$ cat src/rtl/alu_req_arbiter.sv
// alu_req_arbiter
//   Shares one combinational ALU between two requesters. Each requester hands over {a, b, op}
//   on a valid/ready handshake and receives the result on a resp valid/ready handshake. Only one
//   operation is in flight at a time. Arbitration is round-robin or fixed priority (requester 0).
//   Each operation takes at least three cycles: accept, sample ALU, respond.
//
// Ports
//   clk, rst_n              clock; synchronous active-low reset
//   req_valid/req_ready     per-requester command handshake (bit i = requester i)
//   req_a/req_b/req_op      packed commands, requester i at [i*W +: W] / [i*OPW +: OPW]
//   resp_valid/resp_ready   per-requester result handshake
//   resp_data               shared result bus, meaningful for the bit set in resp_valid
//   alu_a/alu_b/alu_op      registered operands driven to the external ALU
//   alu_res                 ALU result, combinational from alu_a/alu_b/alu_op
//   last_res                most recent completed result (display path)
//   op_count                completed operation count, wraps modulo 256
module alu_req_arbiter #(
  parameter int unsigned W          = 4,
  parameter int unsigned OPW        = 3,
  parameter int unsigned FIXED_PRIO = 0
) (
  input  logic [0:0]       clk,
  input  logic [0:0]       rst_n,
  input  logic [1:0]       req_valid,
  output logic [1:0]       req_ready,
  input  logic [2*W-1:0]   req_a,
  input  logic [2*W-1:0]   req_b,
  input  logic [2*OPW-1:0] req_op,
  output logic [1:0]       resp_valid,
  input  logic [1:0]       resp_ready,
  output logic [W-1:0]     resp_data,
  output logic [W-1:0]     alu_a,
  output logic [W-1:0]     alu_b,
  output logic [OPW-1:0]   alu_op,
  input  logic [W-1:0]     alu_res,
  output logic [W-1:0]     last_res,
  output logic [7:0]       op_count
);

  typedef enum logic [1:0] {StIdle, StIssue, StResp} state_e;

  state_e         state_q, state_d;
  logic           owner_q, owner_d;
  logic           rr_ptr_q, rr_ptr_d;
  logic [W-1:0]   alu_a_q, alu_a_d;
  logic [W-1:0]   alu_b_q, alu_b_d;
  logic [OPW-1:0] alu_op_q, alu_op_d;
  logic [W-1:0]   resp_data_q, resp_data_d;
  logic [W-1:0]   last_res_q, last_res_d;
  logic [7:0]     op_count_q, op_count_d;

  logic grant_any;
  logic grant_idx;

  // Winner among the valid requesters; only meaningful when grant_any is set.
  always_comb begin
    grant_idx = 1'b0;
    if (FIXED_PRIO != 0) begin
      grant_idx = ~req_valid[0];
    end else if (&req_valid) begin
      grant_idx = rr_ptr_q;
    end else begin
      grant_idx = req_valid[1];
    end
  end

  assign grant_any = |req_valid;

  always_comb begin
    state_d     = state_q;
    owner_d     = owner_q;
    rr_ptr_d    = rr_ptr_q;
    alu_a_d     = alu_a_q;
    alu_b_d     = alu_b_q;
    alu_op_d    = alu_op_q;
    resp_data_d = resp_data_q;
    last_res_d  = last_res_q;
    op_count_d  = op_count_q;
    req_ready   = 2'b00;
    resp_valid  = 2'b00;

    unique case (state_q)
      StIdle: begin
        // Handshakes are suppressed while reset is asserted.
        if (rst_n[0] && grant_any) begin
          req_ready[grant_idx] = 1'b1;
          owner_d              = grant_idx;
          rr_ptr_d             = ~grant_idx;
          alu_a_d              = grant_idx ? req_a[2*W-1:W]     : req_a[W-1:0];
          alu_b_d              = grant_idx ? req_b[2*W-1:W]     : req_b[W-1:0];
          alu_op_d             = grant_idx ? req_op[2*OPW-1:OPW] : req_op[OPW-1:0];
          state_d              = StIssue;
        end
      end
      StIssue: begin
        // Operands have been stable for a full cycle; capture the ALU output.
        resp_data_d = alu_res;
        last_res_d  = alu_res;
        op_count_d  = op_count_q + 8'd1;
        state_d     = StResp;
      end
      StResp: begin
        if (rst_n[0]) begin
          resp_valid[owner_q] = 1'b1;
          if (resp_ready[owner_q]) begin
            state_d = StIdle;
          end
        end
      end
      default: state_d = StIdle;
    endcase
  end

  always_ff @(posedge clk) begin
    if (!rst_n[0]) begin
      state_q     <= StIdle;
      owner_q     <= 1'b0;
      rr_ptr_q    <= 1'b0;
      alu_a_q     <= '0;
      alu_b_q     <= '0;
      alu_op_q    <= '0;
      resp_data_q <= '0;
      last_res_q  <= '0;
      op_count_q  <= '0;
    end else begin
      state_q     <= state_d;
      owner_q     <= owner_d;
      rr_ptr_q    <= rr_ptr_d;
      alu_a_q     <= alu_a_d;
      alu_b_q     <= alu_b_d;
      alu_op_q    <= alu_op_d;
      resp_data_q <= resp_data_d;
      last_res_q  <= last_res_d;
      op_count_q  <= op_count_d;
    end
  end

  assign alu_a     = alu_a_q;
  assign alu_b     = alu_b_q;
  assign alu_op    = alu_op_q;
  assign resp_data = resp_data_q;
  assign last_res  = last_res_q;
  assign op_count  = op_count_q;

endmodule

$ cat config.mk
export PLATFORM = sky130hd
export DESIGN_NAME = alu_req_arbiter
export DESIGN_NICKNAME = d
export VERILOG_FILES = /design/src/rtl/alu_req_arbiter.sv
export SDC_FILE = /design/constraint.sdc
export NUM_CORES = 1
export LEC_CHECK = 0
export CAP_MARGIN = 0
export CORE_UTILIZATION = 40
export DETAILED_ROUTE_END_ITERATION = 8
export PLACE_DENSITY_LB_ADDON = 0.25
export SYNTH_ARGS = -nofsm -noshare
export SYNTH_HDL_FRONTEND = slang
export SYNTH_SLANG_ARGS = --single-unit
$ cat constraint.sdc
create_clock -name clk -period 1.82 [get_ports clk]
set_input_delay 0.364 -clock clk [delete_from_list [all_inputs] [get_ports clk]]
set_output_delay 0.364 -clock clk [all_outputs]
set_load 0.02 [all_outputs]
Word-level counts from Yosys, hierarchy flattened. Index checks and enable logic that the tools add are counted.

Flip-flop bits (word level): 27. Input port bits: 32. Output and inout port bits: 31. Logic and storage cells: 43.

Add/sub/neg operators: 1. $lt $le $gt $ge: 4. Equality and inequality tests: 4. Multiplexer cells: 17. Bitwise gates (word level): 1. Reduce and logical (&&, ||, !) cells: 8.

Operators by type and width (count): 2-to-1 mux 2 bit (6); adder 8 x 1 -> 8 bit, second input constant (1); 2-to-1 mux 4 bit (2); one-hot mux 2 bit (3 select lines) (1); AND reduction 2 bit (3); 2-to-1 mux 1 bit (5); less-than comparator 1 x 2 -> 1 bit, second input constant (2); != test 2 bit, second input constant (2); logical AND 1 bit (3); 2-to-1 mux 3 bit (1); demux 1 bit (select 1 bit) (2); equality test 2 x 1 -> 1 bit, second input constant (1); equality test 2 bit, second input constant (1); >= comparator 1 bit, second input constant (2); zero test 2 bit (1); OR reduction 2 bit (1); inverter 1 bit (1).

Logic depth before layout (Yosys ltp).
Depth after elaboration: 8. Mapped depth: 5. Gate-level depth less buffers: 4.

Worst setup path before layout. Ideal clock, no wire load.

Kind: input -> output. Start point: input port rst_n. End point: output port req_ready[0]. Arrival time: 1253 ps. Data required time: 1456 ps. Path slack: 203 ps. Stages on the path: 5. Path buffers: 2. Cells stage by stage: nor3b_2 and2_1 buf_2 buf_6 o21a_1.

Cells in the longest elaborated chain, start to end: 3.

RTL lines: start, declared (line 23) `input logic [0:0] rst_n,`; logical AND 1 bit (line 85) `if (rst_n[0] && grant_any) begin`; 2-to-1 mux 2 bit (line 85); 2-to-1 mux 2 bit (line 82) `unique case (state_q)`; end, declared (line 25) `output logic [1:0] req_ready,`.

Every way passes these cells.

Worst setup path in the final report.
Start point: register state_q[0]. End point: output port req_ready[1].

Cells in the longest elaborated chain, start to end: 2.

RTL lines: start, declared (line 42) `state_e state_q, state_d;`; start signal, assigned (line 116) `state_q <= StIdle;`; start signal, assigned (line 126) `state_q <= state_d;`; zero test 2 bit (line 82); 2-to-1 mux 2 bit (line 82).

Every way passes these cells.

==> results.ini <==
[run_status]
outcome=completed

[clock_network]
clkLatencyLatePin_ns=0.32
clock_path_buffers=2
cts_made_buffers=3
htreeDepth=1
clk_pin_slew_ns=0.15
clock-sinks=27
cts_root_buffer=clkbuf_4
cts_tree=built
hold_buffers=0

[route]
routed_wirelength_um=3680
wire_per_inst_um=14.2
route.detailed.drc=0
first_iter_violations=74
vias_per_cell=5.34
ant_nets=0
firstDrtPassIters=4
via_count=1382

[synth]
synth_fp_nets=182
yosysSeqAreaShare_pct=40.6
ys_types=33
ys_ff_latch=27
netlist_instances=149
synthesis.area_mm2=0.00133
syn_avg_cell_area_um2=8.93
yosysWarningCount=0

[finish]
antennaDiodeCount=0
final_cell_mix=clkdlybuf4s50_1 (53), dfxtp_1 (25), a21oi_1 (23)
final_common_cell=clkdlybuf4s50_1
areaGrowthSynthToFinish_pct=57.2
multiInputGateArea_um2=699
seqCellArea_um2=546
drive_gt1_share_pct=18.1
layout.nets=249
instances_no_fill=259
fillers=286

[sta]
maxSlewViolCount=0
relSlewSlack_pct=64.8
rsz0062_at_grt=yes
skew_ns=0.00459
worstMarginPinSlew_ns=0.527
finalHoldViolCount=0
fin_crit_ns=1.80
timing.final.crit_share_pct=98.8
max_clock_freq_mhz=556
fin_ws_ns=0.0223
setup_viol=0

[global_routing]
track_usage_pct=21.8
grt_pass1_vias=1357
antenna_found_initial=0
grt_max_degree=18
grt-ovfl-total=0
grt_pass1_wl_um=5840

[die]
core-area_mm2=0.00310
io_pins=63
fp.dieW_um=59.7
row_count=20
initial_core_util_pct=42.9
die_area_mm2=0.00356
die-height_um=59.7

[setup_path]
r2r_start=state_q[1]
path_max_fanout=5
arrival_ns=1.43
start_kind=register
end_kind=primary output
cpPeakStageDelay_ns=0.40
worst_path_max_delay_cell=dfxtp_4
cp_data_required_time_ns=1.46
path_cells=nor3b_4 > buf_4 > buf_6 > nand3b_1 > inv_1 > buf_6
path_common_cell=buf_6
crit_type=register to primary output
startpoint=state_q[0]

[placed_design]
post-place-cells=254
dp_slack_ns=-0.534
hpwl_um=2820
io_buffers=62
gp_congestion=0.822

[min_path]
hold_start=last_res[0]
min_path_type=register to register

[power_and_ir_drop]
power_density_mw_per_mm2=651
p_leak_uw=0.000812
vdd_ir_drop_max_mv=0.414

[run]
cap_violations=0

==> flip-flops by register name (all words and copies together), names as in the netlist <==
name / count
alu_op: 3
owner_q: 1
rr_ptr_q: 1
state_q: 2
alu_a: 4
alu_b: 4
op_count: 8
last_res: 4
==> final cells by class <==
class / instances / area share [%]
Clock inverter: 1 / 0.359
Multi-Input combinational cell: 102 / 33.5
Sequential cell: 27 / 26.1
Clock buffer: 3 / 1.08
Timing Repair Buffer: 77 / 35.5
Tap cell: 44 / 2.63
Inverter: 5 / 0.898
==> synthesized netlist by cell type (all sizes together) <==
| master | number | area, µm² |
|---|---|---|
| nand4 | 1 | 6.26 |
| inv | 5 | 18.8 |
| and3 | 1 | 6.26 |
| nand2 | 12 | 45.0 |
| or3 | 4 | 25.0 |
| a311oi | 11 | 146 |
| nor2 | 4 | 15.0 |
| nand3b | 13 | 97.6 |
| o211a | 1 | 10.0 |
| a21oi | 23 | 115 |
| and2 | 1 | 6.26 |
| nand4b | 1 | 15.0 |
| nand3 | 1 | 5.00 |
| buf | 9 | 62.6 |
| or2 | 1 | 6.26 |
| nor2b | 3 | 18.8 |
| a21bo | 1 | 10.0 |
| dfxtp | 27 | 541 |
| or2b | 1 | 7.51 |
| ha | 1 | 12.5 |
| o21a | 1 | 7.51 |
| o31ai | 1 | 7.51 |
| mux2i | 1 | 10.0 |
| xnor2 | 2 | 17.5 |
| o21ai | 15 | 75.1 |
| or4 | 1 | 7.51 |
| clkbuf | 6 | 22.5 |
| nor3b | 1 | 12.5 |
==> where the power goes <==
group	internal, µW	leakage [µW]	total [µW]	switching (µW)
registers	634	0.000222	666	32.7
clock network	83.8	0.0000139	266	182
logic	230	0.000576	430	199
total	948	0.000812	1360	414
==> layer usage <==
| layer | share of wire (%) | vias to the layer above | GRT usage (%) | routed length (µm) |
|---|---|---|---|---|
| li1 | - | 668 | - | - |
| met1 | 39 | 665 | 23.8 | 1430 |
| met2 | 55 | 41 | 41.6 | 2030 |
| met3 | 4.3 | 8 | 3.90 | 157 |
| met4 | 1.8 | 0 | 7.31 | 68 |
| met5 | 0 | - | 0 | 0 |
==> path summary, 6_finish.rpt <==
check | end | slack (ns) | depth (start not counted)
max | req_ready[1] | 0.02 | 6
min | last_res[0] | 0.48 | 2
max reg2reg | op_count[7] | 0.34 | 4
min reg2reg | last_res[0] | 0.48 | 2
==> metrics by stage <==
stage / util, % / power, µW / TNS (ns) / hold WS [ns] / cell area [µm²]
after floorplan: - / 895 / 0 / 0.472 / 1330
final: 67.4 / 1360 / 0 / 0.483 / 2090
after global routing: 67.4 / 1430 / -0.0777 / 0.515 / 2090
after detailed placement: 65.3 / 1100 / -1.51 / 0.469 / 2030
after CTS: 66.7 / 1360 / -0.0148 / 0.488 / 2070
after global placement: 65.3 / 1080 / -1.36 / 0.457 / 2030
==> what timing repair did <==
item                                    4_1_cts  5_1_grt
endpoints found under the setup margin        4        6
buffers inserted                              2        0
pin swaps                                     0        2
gates resized for setup                      16       13
==> worst max-delay path, delay by kind of cell (launching register included) <==
family                 cells  cell delay [ns]
buffers and inverters      4             0.42
AND/OR/NAND/NOR            2             0.30
flip-flops                 1             0.40
==> kinds of logic (layout without fill, tap and decap cells) <==
kind of cell | Yosys count | after routing | share of synthesized area [%]
fa+ha+maj | 1 | 1 | 0.941
xor+xnor | 2 | 2 | 1.32
mux | 1 | 1 | 0.753
buf+inv | 20 | 86 | 7.81
simple gates | 45 | 45 | 20.6
flops | 27 | 27 | 40.6
compound gates | 53 | 53 | 27.9
Power figures use the tool's default switching activity.
